### config.mk
export PLATFORM = sky130hd
export DESIGN_NAME = cs_channel_arbiter
export DESIGN_NICKNAME = d
export VERILOG_FILES = /design/src/rtl/cs_channel_arbiter.sv
export SDC_FILE = /design/constraint.sdc
export NUM_CORES = 1
export LEC_CHECK = 0
export BUFFER_PORTS_ARGS = -buffer_cell sky130_fd_sc_hd__buf_2
export CAP_MARGIN = 20
export CORE_MARGIN = 4
export CORE_UTILIZATION = 55
export DETAILED_ROUTE_END_ITERATION = 10
export GPL_ROUTABILITY_DRIVEN = 0
export PLACE_DENSITY_LB_ADDON = 0.25
export SYNTH_ARGS = -nofsm -noshare
export SYNTH_HDL_FRONTEND = slang
export SYNTH_SLANG_ARGS = --single-unit
### constraint.sdc
create_clock -name clk -period 23.7 [get_ports clk]
set_input_delay 1.185 -clock clk [delete_from_list [all_inputs] [get_ports clk]]
set_output_delay 1.185 -clock clk [all_outputs]
set_load 0.01 [all_outputs]
### src/rtl/cs_channel_arbiter.sv
// Round-robin arbiter sharing one CS (series-approximation) datapath across NCH sample windows.
// Optional CS_WARMUP_MASK_EN suppresses each channel's results until its 9-deep window is full.
module cs_channel_arbiter #(
    parameter int unsigned NCH = 4,
    localparam int unsigned CHW = $clog2(NCH)
) (
    input  logic             clk,
    input  logic             reset,
    input  logic [NCH-1:0]   req,
    input  logic [NCH*8-1:0] x_in,
    input  logic [NCH-1:0]   clr,
    output logic [NCH-1:0]   gnt,
    output logic [9:0]       y_out,
    output logic [CHW-1:0]   y_ch,
    output logic             y_valid
);

    logic [7:0]     win_q [NCH][9];
    logic [7:0]     win_d [NCH][9];
    logic [10:0]    sum_q [NCH];
    logic [10:0]    sum_d [NCH];
    logic [CHW-1:0] ptr_q, ptr_d;
    logic           s1_vld_q, s1_vld_d;
    logic [CHW-1:0] s1_ch_q, s1_ch_d;
    logic [9:0]     y_out_q, y_out_d;
    logic [CHW-1:0] y_ch_q, y_ch_d;
    logic           y_valid_q, y_valid_d;

    logic [NCH-1:0] elig;
    logic           gnt_any;
    logic [CHW-1:0] gnt_idx;
    logic [10:0]    sum_s;
    logic [10:0]    avg;
    logic [7:0]     xappr;
    logic           mask;

    // clr beats req; nothing is granted while reset is asserted
    assign elig = reset ? '0 : (req & ~clr);

    always_comb begin
        gnt     = '0;
        gnt_any = 1'b0;
        gnt_idx = '0;
        for (int i = 0; i < NCH; i++) begin
            if (!gnt_any && elig[CHW'((int'(ptr_q) + i) % NCH)]) begin
                gnt_any = 1'b1;
                gnt_idx = CHW'((int'(ptr_q) + i) % NCH);
            end
        end
        if (gnt_any) gnt[gnt_idx] = 1'b1;
        ptr_d = ptr_q;
        if (gnt_any) ptr_d = (gnt_idx == CHW'(NCH - 1)) ? '0 : gnt_idx + 1'b1;
    end

    always_comb begin
        win_d = win_q;
        sum_d = sum_q;
        for (int k = 0; k < NCH; k++) begin
            if (clr[k]) begin
                for (int j = 0; j < 9; j++) win_d[k][j] = '0;
                sum_d[k] = '0;
            end else if (gnt[k]) begin
                for (int j = 8; j > 0; j--) win_d[k][j] = win_q[k][j-1];
                win_d[k][0] = x_in[8*k +: 8];
                sum_d[k] = sum_q[k] - {3'b000, win_q[k][8]} + {3'b000, x_in[8*k +: 8]};
            end
        end
        s1_vld_d = gnt_any;
        s1_ch_d  = gnt_any ? gnt_idx : s1_ch_q;
    end

    // Shared stage reads the window as it stands before the edge, so a clr in
    // this cycle does not disturb the in-flight result.
    always_comb begin
        sum_s = sum_q[s1_ch_q];
        avg   = sum_s / 11'd9;
        xappr = '0;
        for (int j = 0; j < 9; j++) begin
            if ({3'b000, win_q[s1_ch_q][j]} <= avg && win_q[s1_ch_q][j] > xappr) begin
                xappr = win_q[s1_ch_q][j];
            end
        end
        y_out_d   = 10'((13'(sum_s) + 13'(xappr) * 13'd9) >> 3);
        y_ch_d    = s1_ch_q;
        y_valid_d = s1_vld_q & mask;
    end

`ifdef CS_WARMUP_MASK_EN
    logic [3:0] fill_q [NCH];
    logic [3:0] fill_d [NCH];

    always_comb begin
        fill_d = fill_q;
        for (int k = 0; k < NCH; k++) begin
            if (clr[k]) fill_d[k] = '0;
            else if (gnt[k] && fill_q[k] != 4'd9) fill_d[k] = fill_q[k] + 4'd1;
        end
        mask = (fill_q[s1_ch_q] == 4'd9);
    end

    always_ff @(posedge clk or posedge reset) begin
        if (reset) begin
            for (int k = 0; k < NCH; k++) fill_q[k] <= '0;
        end else begin
            fill_q <= fill_d;
        end
    end
`else
    assign mask = 1'b1;
`endif

    always_ff @(posedge clk or posedge reset) begin
        if (reset) begin
            for (int k = 0; k < NCH; k++) begin
                sum_q[k] <= '0;
                for (int j = 0; j < 9; j++) win_q[k][j] <= '0;
            end
            ptr_q     <= '0;
            s1_vld_q  <= 1'b0;
            s1_ch_q   <= '0;
            y_out_q   <= '0;
            y_ch_q    <= '0;
            y_valid_q <= 1'b0;
        end else begin
            win_q     <= win_d;
            sum_q     <= sum_d;
            ptr_q     <= ptr_d;
            s1_vld_q  <= s1_vld_d;
            s1_ch_q   <= s1_ch_d;
            y_out_q   <= y_out_d;
            y_ch_q    <= y_ch_d;
            y_valid_q <= y_valid_d;
        end
    end

    assign y_out   = y_out_q;
    assign y_ch    = y_ch_q;
    assign y_valid = y_valid_q;

endmodule

; Word-level counts from Yosys, hierarchy flattened
; Cells that the tools add are included.
[word_totals]
regBits = 350
in_bits = 42
out_inout_bits = 17
elab_cells = 162
[classes]
addsub = 13
mul = 1
div = 1
magnitude_cmp = 25
n_eq_ne = 1
n_mux = 52
bitwise_logic = 3
n_reduce_logical = 20
[ops]
columns = cell, n
row1 = two-way mux 72 bit, 10
row2 = binary-select mux 72 bit (select 2 bit), 1
row3 = two-way mux 11 bit, 10
row4 = <= comparator 8 x 11 -> 1 bit, 9
row5 = two-way mux 8 bit, 9
row6 = greater-than comparator 8 bit, 8
row7 = adder 11 x 8 -> 11 bit, 4
row8 = subtractor 11 x 8 -> 11 bit, 4
row9 = binary-select mux 11 bit (select 2 bit), 1
row10 = "less-than comparator 2 x 3 -> 1 bit, second input constant", 5
row11 = adder 11 x 12 -> 13 bit, 1
row12 = logical AND 1 bit, 13
row13 = "multiplier 8 x 4 -> 12 bit, second input constant", 1
row14 = "divider 11 x 4 -> 11 bit, second input constant", 1
row15 = two-way mux 2 bit, 5
row16 = two-way mux 1 bit, 9
row17 = binary-select mux 1 bit (select 2 bit), 4
row18 = "greater-than comparator 8 x 1 -> 1 bit, second input constant", 1
row19 = two-way mux 4 bit, 2
row20 = nonzero test 2 bit, 4
row21 = "adder 2 x 1 -> 2 bit, second input constant", 2
row22 = "adder 2 bit, second input constant", 2
row23 = bitwise AND 4 bit, 1
row24 = inverter 4 bit, 1
row25 = 6 further kinds, 8

; Depth between registers and ports, before layout
[depth]
depth_word = 34
mapped_depth = 125
ltp_nobuf = 114

; Worst setup path before layout
; OpenSTA, ideal clock, no wires.
[synth_path]
path_kind = register -> register
from = register s1_ch_q[0]
to = register y_out_q[5], in the netlist y_out[5]
setup_time_ns = 0.080
t_arrival_ns = 21.233
required_time_ns = 23.620
path_slack_ns = 2.387
stages_incl_launch_ff = 121
n_path_buf = 9
synth_period_minus_slack_ns = 21.313
cell_sequence = dfrtp_1 buf_4 mux4_2 buf_2 nand2b_1 a21o_1 o22ai_2 mux2i_1 a41oi_2 nand3_2 a21oi_4 xnor2_1 o21ai_0 a21oi_1 a21oi_1 ha_1 nand3b_1 inv_1 (+85 left out) o21ai_0 nand2b_1 a21oi_1 nor2_1 o22ai_1 or2_0 clkbuf_1 a21oi_1 ha_1 inv_1 fa_1 inv_1 ha_1 a21oi_1 nand2_1 or2_2 a31oi_1 xnor2_1
[synth_between]
elab_chain_len = 34
word_cells_on_any_way = 46
cone_classes = add/sub: 1 / mul: 1 / div: 1 / order compare: 18 / mux: 15 / bitwise: 1 / reduce/logical: 9
[synth_rtl]
columns = element, line
row1 = start: declaration, 24  ; logic [CHW-1:0] s1_ch_q, s1_ch_d;
row2 = start signal: assignment, 129  ; s1_ch_q <= s1_ch_d;
row3 = inverter 2 -> 3 bit (not written as such) *, "75, 79, 80"
row4 = binary-select mux 11 bit (select 2 bit), 75  ; sum_s = sum_q[s1_ch_q];
row5 = two-way mux 11 bit (not written as such) (2 in series), 75
row6 = divider 11 x 4 -> 11 bit, 76  ; avg = sum_s / 11'd9;
row7 = <= comparator 8 x 11 -> 1 bit, 79  ; if ({3'b000, win_q[s1_ch_q][j]} <= avg && win_q[s1_ch_q][j] > xappr) begin
row8 = logical AND 1 bit, 79
row9 = two-way mux 8 bit, 79
row10 = greater-than comparator 8 bit, 79
row11 = (+18 left out), n/a
row12 = logical AND 1 bit, 79
row13 = two-way mux 8 bit, 79
row14 = greater-than comparator 8 bit, 79
row15 = logical AND 1 bit, 79
row16 = two-way mux 8 bit, 79
row17 = multiplier 8 x 4 -> 12 bit, 83  ; y_out_d = 10'((13'(sum_s) + 13'(xappr) * 13'd9) >> 3);
row18 = adder 11 x 12 -> 13 bit *, 83
row19 = named net y_out_d[5], 25  ; logic [9:0] y_out_q, y_out_d;
row20 = end signal: assignment, 130  ; y_out_q <= y_out_d;
row21 = end: declaration, 25
; Mark *: on every way through the listed nets, which the timed path passes. The rest lies on a longest branch. The select of a mux whose other input is x is not followed.
; A chain may end at the register's enable or synchronous reset.

; Final worst setup path
[layout_path]
from = register s1_ch_q[1]
to = register y_out_q[5], in the netlist y_out[5]
; The elaborated chain is that of the path after synthesis.

==> results.toml <==
[finish]
diodes = 0
final_common_cell = "nand2_1"
num-nets-final = 3027
drive_above_1_share = 0.130
synthToLayoutAreaGrowth_pct = 10.3
layoutNonFillerInstCount = 3361
most-common-layout-cells = "nand2_1, a21oi_1, dfrtp_1, inv_1, ha_1"
finish.utilization = 0.615

[placement]
port_buffers = 58
dpl_worst_slack_ns = -0.0918
dpl.hpwl_microns = 52300
post-place-cells = 3263

[route]
drt_wl_total_microns = 77800
drt_iter0_markers = 2275
drc = 0
wl_per_cell_microns = 23.1
viasPerCell = 6.33
vias = 21300
first_pass_iters = 6
ant_nets = 0

[synth]
yosysSeqAreaShare = 0.365
synth_cell_type_count = 92
synth_nets = 3011
yosys_warnings = 0
syn_area_sq_um = 24000
synthCells = 2731
synthArstFlopShare = 1.00
synth-edff-count = 0
synth_area_leader_cell = "dfrtp_1"
synth-main-ff-cell = "dfrtp_1"
synth.area.top_cells = "dfrtp_1, nand2_1, ha_1"
synth-seq-cells = 350
syn_avg_cell_area_sq_um = 8.79
yosysTopAreaCellShare = 0.365

[floorplanning]
die_area_sq_um = 47100
die_y_microns = 217
row_count = 76
die_x_microns = 217
core_sq_um = 43100
io_pins = 59
start_util = 0.557

[sta]
report.final.setup_viol = 0
tightest_slew_ns = 1.19
period_needed_ns = 22.65
fin_ws_ns = 1.05
fmax_mhz = 44.2
drv_slew = 0
hold_viol = 0
skew_ns = 0.0318
finalCritPeriodShare = 0.956
max_slew_margin = 0.206

[setup_path]
crit_fanout = 13
cp.arrival_ns = 23.14
cp-start-kind = "flop"
crit_top_cell = "ha_1"
worstSetupEndpointType = "flop"
cp.required_ns = 24.19
max_stage_delay_ns = 0.64
criticalPathCategory = "reg -> reg"
slowest_stage = "mux4_2"

[clock_tree]
htree_levels = 2
clockRootBuffer = "clkbuf_16"
hold_buffers = 0
cts_buffers = 40
clkLatencyLatePin_ns = 0.59
ctsLongestPathBuffers = 3
clkSinkCount = 350
cts_tree = "done"
clkTransAtPathRegs_ns = 0.06

[grt]
grt_pass1_vias = 21200
grt_overflow = 0
grt_max_degree = 95
grt_pass1_wl_microns = 120000
grt.total_usage = 0.324
antenna_found_initial = 2

[outcome]
status = "completed"

[job]
maxCapViolations = 0

[hold_path]
min_path_type = "reg -> reg"
==> per-layer routing <==
| layer | vias to the layer above | GRT usage | wire length, microns |
|---|---|---|---|
| met2 | 1170 | 0.517 | 35600 |
| met1 | 10500 | 0.421 | 30100 |
| met5 | - | 0 | 11 |
| met3 | 248 | 0.0888 | 8440 |
| li1 | 9331 | - | - |
| met4 | 2 | 0.138 | 3670 |
==> synthesized netlist by cell type (all sizes together), types with 17 or more instances <==
library cell	number
nand2	703
a21oi	434
dfrtp	350
inv	256
ha	201
clkbuf	100
mux4	78
nor2	74
o21ai	48
buf	40
xnor2	39
fa	37
mux2	34
nand4	27
nand3	26
o21bai	26
o21a	22
nor2b	18
a21o	17
==> per-stage QoR <==
| step | setup TNS (ns) | instance area [sq um] | hold WS [ns] |
|---|---|---|---|
| 2_1_floorplan | 0 | 24000 | 0.331 |
| 3_3_place_gp | 0 | 24700 | 0.339 |
| 3_5_place_dp | -0.369 | 24700 | 0.341 |
| 4_1_cts | 0 | 26100 | 0.351 |
| 5_1_grt | -0.142 | 26500 | 0.369 |
| 6_report | 0 | 26500 | 0.360 |
==> critical path, delay by kind of cell, from the launching register on <==
| family | cells | cell delay [ns] |
|---|---|---|
| compound gates | 45 | 8.40 |
| xor+xnor | 1 | 0.14 |
| fa+ha+maj | 13 | 3.74 |
| buf+inv | 14 | 1.48 |
| flops | 1 | 0.54 |
| mux | 9 | 3.25 |
| simple gates | 32 | 4.99 |
==> timing repair <==
| item | CTS | global route |
|---|---|---|
| resized for setup | 2 | 34 |
| buffers inserted | 0 | 25 |
| pin swaps | 0 | 7 |
| setup endpoints to repair | 8 | 10 |
| cloned | 0 | 2 |
==> area by class of cell <==
cell class | instances | area [sq um]
Tap cell | 585 | 732
Fill cell | 3638 | 16600
Inverter | 256 | 970
Sequential cell | 350 | 8770
Clock buffer | 53 | 1120
Timing Repair Buffer | 112 | 738
Multi-Input combinational cell | 1987 | 13900
Clock inverter | 18 | 234
==> cell families (layout without fill, tap and decap cells) <==
group | after synthesis | after routing | synth area share
AOI/OAI and AO/OA | 647 | 647 | 0.160
and+or+nand+nor | 927 | 927 | 0.162
DFF | 350 | 350 | 0.365
xor gates and xnor gates | 45 | 45 | 0.0164
adders and majority gates | 238 | 238 | 0.136
buffers and inverters | 396 | 439 | 0.0655
muxes | 128 | 130 | 0.0958
==> sequential cells by signal (all words and copies together) (netlist names) <==
signal    cells
win_q       288
sum_q        44
y_out        10
ptr_q         2
s1_ch_q       2
y_ch          2
s1_vld_q      1
y_valid       1
==> final timing paths <==
check,startpoint,endpoint,slack [ns],depth (start not counted)
worst max register to register,s1_ch_q[1],y_out[5],1.05,114
worst min register to register,s1_vld_q,y_valid,0.36,0
worst min-delay path,s1_vld_q,y_valid,0.36,0
min in group asynchronous,reset,ptr_q[0],0.70,2
max in group asynchronous,reset,win_q[47],20.08,5
worst max-delay path,s1_ch_q[1],y_out[5],1.05,114
Power is left out: the tool's default activity adds up to more than one toggle a clock period on the data nets, which glitch-free logic cannot reach.
